===== src/rtl/env_pkg.sv =====
// Shared constants and state encoding for the ADSR envelope and per-sample helpers.
package env_pkg;

    localparam int TICK_DIV_DEF = 500;
    localparam int LEVEL_W_DEF  = 24;

    localparam logic [LEVEL_W_DEF-1:0] LEVEL_MAX = {LEVEL_W_DEF{1'b1}};

    typedef enum logic [2:0] {
        IDLE    = 3'd0,
        ATTACK  = 3'd1,
        DECAY   = 3'd2,
        SUSTAIN = 3'd3,
        RELEASE = 3'd4
    } env_state_e;

endpackage


===== src/rtl/tick_gen.sv =====
// Free-running divider: one-cycle tick every TICK_DIV clk24 cycles.
module tick_gen #(
    parameter int TICK_DIV = env_pkg::TICK_DIV_DEF
) (
    input  logic clk24,
    input  logic rst,
    output logic tick
);

    localparam int CW = $clog2(TICK_DIV);
    localparam logic [CW-1:0] LAST = CW'(TICK_DIV - 1);

    logic [CW-1:0] cnt_q, cnt_d;

    always_comb begin
        cnt_d = (cnt_q == LAST) ? '0 : cnt_q + 1'b1;
    end

    assign tick = (cnt_q == LAST);

    always_ff @(posedge clk24) begin
        if (rst) cnt_q <= '0;
        else     cnt_q <= cnt_d;
    end

endmodule


===== src/rtl/env_adsr.sv =====
// Linear ADSR envelope for one FM operator; level steps once per sample tick,
// gate edges retarget the state immediately and keep the current level.
module env_adsr
    import env_pkg::*;
#(
    parameter int TICK_DIV = TICK_DIV_DEF,
    parameter int LEVEL_W  = LEVEL_W_DEF
) (
    input  logic        clk24,
    input  logic        rst,
    input  logic        trig,
    input  logic [15:0] attack_rate,
    input  logic [15:0] decay_rate,
    input  logic [15:0] sustain_level,
    input  logic [15:0] release_rate,
    output logic [15:0] amplitude,
    output logic        active,
    output logic [2:0]  env_state
);

    localparam logic [LEVEL_W-1:0] LVL_MAX = {LEVEL_W{1'b1}};

    logic               tick;
    logic               trig_d_q;
    logic               rise, fall;
    env_state_e         state_q, state_d;
    logic [LEVEL_W-1:0] level_q, level_d;
    logic [LEVEL_W-1:0] s_lvl;
    logic [LEVEL_W:0]   sum_a, diff_d, diff_r;

    tick_gen #(.TICK_DIV(TICK_DIV)) u_tick (
        .clk24 (clk24),
        .rst   (rst),
        .tick  (tick)
    );

    assign rise  = trig & ~trig_d_q;
    assign fall  = ~trig & trig_d_q;
    assign s_lvl = LEVEL_W'(sustain_level) << (LEVEL_W - 16);

    // One extra bit exposes attack overflow and decay/release borrow.
    assign sum_a  = {1'b0, level_q} + (LEVEL_W+1)'(attack_rate);
    assign diff_d = {1'b0, level_q} - (LEVEL_W+1)'(decay_rate);
    assign diff_r = {1'b0, level_q} - (LEVEL_W+1)'(release_rate);

    always_comb begin
        state_d = state_q;
        level_d = level_q;
        if (rise) begin
            state_d = ATTACK;
        end else if (fall) begin
            if (state_q inside {ATTACK, DECAY, SUSTAIN}) state_d = RELEASE;
        end else if (tick) begin
            case (state_q)
                ATTACK: begin
                    if (attack_rate == '0 || sum_a[LEVEL_W] || sum_a[LEVEL_W-1:0] == LVL_MAX) begin
                        level_d = LVL_MAX;
                        state_d = DECAY;
                    end else begin
                        level_d = sum_a[LEVEL_W-1:0];
                    end
                end
                DECAY: begin
                    // Also covers a sustain level raised above the current level.
                    if (decay_rate == '0 || level_q <= s_lvl || diff_d[LEVEL_W]
                        || diff_d[LEVEL_W-1:0] <= s_lvl) begin
                        level_d = s_lvl;
                        state_d = SUSTAIN;
                    end else begin
                        level_d = diff_d[LEVEL_W-1:0];
                    end
                end
                SUSTAIN: level_d = s_lvl;
                RELEASE: begin
                    if (release_rate == '0 || diff_r[LEVEL_W] || diff_r[LEVEL_W-1:0] == '0) begin
                        level_d = '0;
                        state_d = IDLE;
                    end else begin
                        level_d = diff_r[LEVEL_W-1:0];
                    end
                end
                default: begin
                    level_d = '0;
                    state_d = IDLE;
                end
            endcase
        end
    end

    always_ff @(posedge clk24) begin
        if (rst) begin
            state_q  <= IDLE;
            level_q  <= '0;
            trig_d_q <= 1'b0;
        end else begin
            state_q  <= state_d;
            level_q  <= level_d;
            trig_d_q <= trig;
        end
    end

    assign amplitude = level_q[LEVEL_W-1 -: 16];
    assign active    = (state_q != IDLE);
    assign env_state = state_q;

endmodule


===== config.mk =====
export PLATFORM = sky130hd
export DESIGN_NAME = env_adsr
export DESIGN_NICKNAME = d
export VERILOG_FILES = /design/src/rtl/env_pkg.sv /design/src/rtl/tick_gen.sv /design/src/rtl/env_adsr.sv
export SDC_FILE = /design/constraint.sdc
export NUM_CORES = 1
export LEC_CHECK = 0
export ABC_AREA = 1
export CAP_MARGIN = 0
export CORE_ASPECT_RATIO = 0.75
export CORE_UTILIZATION = 45
export CTS_CLUSTER_SIZE = 30
export DETAILED_ROUTE_END_ITERATION = 12
export PLACE_DENSITY_LB_ADDON = 0.2
export SLEW_MARGIN = 20
export SYNTH_ARGS = -nofsm -noshare
export SYNTH_HDL_FRONTEND = slang
export SYNTH_SLANG_ARGS = --single-unit

===== constraint.sdc =====
create_clock -name clk24 -period 5.2 [get_ports clk24]
set_input_delay 1.04 -clock clk24 [delete_from_list [all_inputs] [get_ports clk24]]
set_output_delay 1.04 -clock clk24 [all_outputs]
set_load 0.005 [all_outputs]

==> results.yml <==
routing:
  ant_nets: 0
  route.vias.total: 9612
  routed_via_density: 5.35
  drc: 0
  first_iter_violations: 939
  dr.pass1.iters: 7
  drt_wl_total_microns: 29800
  wl_per_cell_microns: 16.6
worst_setup_path:
  critPathLaunchType: "input port"
  setup.worst_path.start: "decay_rate[0]"
  crit_type: "input port to flip-flop"
  r2r_cells: 25
  required_ps: 5370
  critPathArrivalTime_ps: 4990
  cp-end-kind: "flip-flop"
  cp_max_fo: 9
  r2r-start: "level_q[0]"
pwr:
  totalPowerFinal_mw: 0.947
  p_per_area_mw_per_mm2: 103
  switching_share_pct: 33.1
  leakage_nw: 5.23
  p_int_mw: 0.634
  comb_power_share_pct: 30.3
  p_sw_mw: 0.313
  vdd_drop_max_mv: 0.0930
  p_seq_share_pct: 30.6
  clock_power_share_pct: 39.1
clock_tree:
  clock-root-buffer: "clkbuf_16"
  htree_levels: 2
  clk_pin_slew_worst_paths_ps: 60
  numCtsBuffers: 5
  cts_hold_buf: 0
  cts_tree: "yes"
  clock_path_buffers: 2
  clock_sinks: 37
  insertion_delay_ps: 300
global_routing:
  grt_first_pass_wirelength_microns: 46000
  grt_usage_pct: 33.3
  grt_pass1_vias: 8396
  grt_max_degree: 33
  overflow: 0
  antenna_found_initial: 1
sta:
  maxSlewViolCount: 0
  tightestPinTransition_ps: 1100
  fmax_mhz: 207
  rsz0062_at_grt: "false"
  setup_viol: 0
  finClkSkew_ps: 12.4
  finalHoldViolCount: 0
  relSlewSlack_pct: 26.3
  setup_tns_ps: 0
  min_period_over_period_pct: 92.8
  fin_crit_ps: 4830
  hold_ws_ps: 476
floorplanning:
  initial_core_util_pct: 46.6
  core-area_sq_mm: 0.0170
  die_height_microns: 117
  rows: 41
  die-area_sq_mm: 0.0182
  boundaryPins: 87
  die_width_microns: 155
yosys:
  syn_inst: 1479
  ys_seq_area_share_pct: 9.33
  syn_area_sq_mm: 0.00794
  yosysTopAreaCell: "nand2_1"
  synth_area_leaders: "nand2_1 (24%), ha_1 (13%), inv_1 (13%), dfxtp_1 (9.3%), nand3_1 (8.1%)"
  synthTopCellsByCount: "nand2_1 (514), inv_1 (266), nand3_1 (129)"
  dominantRegCellSynth: "dfxtp_1"
  synth_warnings: 0
  ys_ff_latch: 37
  synth_area_per_cell_sq_um: 5.37
  yosysMostFrequentCell: "nand2_1"
  synth_top_area_share_pct: 24.3
  synth-async-reset-ratio_pct: 0
  ys_types: 47
  syn_nets: 1633
  synth_edf_count: 0
placed_design:
  place_congestion: 1.03
  place_hpwl_microns: 24800
  numPortBuffers: 86
  dp_cells: 1787
layout:
  seq_area_sq_um: 741
  area_growth_pct: 16.2
  nNetsFinal: 1713
  fin_cells: 1796
  layout-drive-gt1-share_pct: 4.29
  fillers: 1888
  multiInputGateArea_sq_mm: 0.00593
  diodes: 0
worst_hold_path:
  holdPathStages: 2
  hp-class: "flip-flop to flip-flop"
  hp-start: "u_tick.cnt_q[8]"
outcome:
  outcome: "complete, no violations"
flow_run:
  drv_cap: 0
cells in the final DEF, fill, tap and decap left out, types with 3 or more instances in the layout:
cell / n
a21o_1: 4
a21oi_1: 88
a21oi_2: 7
a31oi_1: 3
and2_1: 3
buf_4: 30
clkbuf_16: 5
clkdlybuf4s50_1: 86
dfxtp_1: 37
fa_1: 3
ha_1: 84
inv_1: 266
nand2_1: 514
nand3_1: 128
nand3_2: 4
nand3b_1: 9
nand4_1: 28
nor2_1: 122
nor2_2: 3
nor2_4: 4
nor3_1: 13
nor3_2: 3
nor3b_1: 3
nor4_1: 16
o21ai_0: 30
o21ai_1: 3
o21bai_1: 19
or2_2: 3
xnor2_1: 8
xor2_1: 16
routing by layer:
layer	routed length (microns)	share of wire (%)	vias up	global-route usage (%)
met5	13	0.044	-	0
met2	11700	39	442	49.7
met3	3150	11	48	5.67
met1	14200	48	4288	48.8
li1	-	-	4832	-
met4	756	2.5	2	9.28
logic make-up (layout without fill, tap and decap cells):
| group | Yosys count | in the layout | share of synthesized area [%] |
|---|---|---|---|
| flip-flops | 37 | 37 | 9.33 |
| adder cells (fa/ha/maj) | 87 | 87 | 14.0 |
| AND/OR/NAND/NOR | 859 | 859 | 46.2 |
| AO/OA/AOI/OAI | 162 | 162 | 11.6 |
| XOR/XNOR | 24 | 24 | 2.65 |
| buffers and inverters | 310 | 391 | 16.2 |
path summary, 6_finish.rpt:
path / to / slack, ps
setup / recovery: level_q[21] / 370
hold / removal: u_tick.cnt_q[8] / 480
setup reg to reg: level_q[21] / 1130
hold reg to reg: u_tick.cnt_q[8] / 480
what timing repair did:
item                                    in CTS  in global routing
setup buffers                                0                  1
endpoints found under the hold margin        0                  0
resized for setup                            0                  4
endpoints found under the setup margin       0                 17
power groups by stage:
stage                     sequential [mW]  combinational, mW  clock (mW)
after global routing                0.290              0.319       0.380
final                               0.290              0.287       0.370
after floorplan                     0.295              0.162           0
after CTS                           0.290              0.282       0.370
after global placement              0.296              0.279           0
after detailed placement            0.296              0.280           0
flip-flops by register name (all words and copies together), names as in the netlist:
signal and cells:
env_state 3, level_q 24, u_tick.cnt_q 9, trig_d_q 1
per-stage QoR:
step / util (%) / instance area, sq um / worst slack (ps)
CTS: 54.0 / 9210 / 283
finish: 54.2 / 9230 / 373
global placement: 53.0 / 9030 / 138
floorplan: - / 7940 / 873
global route: 54.2 / 9230 / 9.73
detailed placement: 53.0 / 9030 / -9.21
worst max-delay path: stages:
cell and delay, ps:
clkdlybuf4s50_1 480, ha_1 270, fa_1 420, o21ai_2 170, nand3_1 100, nand2_1 110
nand3_1 70, nand2_1 110, nand3_2 120, a21o_1 180, nand2_1 90, inv_1 50
ha_1 260, nand2_1 60, o21ai_0 210, nand2_1 80, o211ai_1 110, a21oi_1 80
nor2_2 180, nand3_4 140, buf_4 190, o21ai_0 180, nand4_1 120, nand2_1 80
a21oi_1 50
layout make-up:
cell class              count  share of cell area [%]
flip-flops and latches     37                    8.03
repair buffers            117                    11.9
multi-input cells        1132                    64.2
clock buffers               5                    1.36
well taps                 236                    3.20
inverters                 266                    10.8
clock inverters             3                   0.502
(Power assumes the default switching activity.)
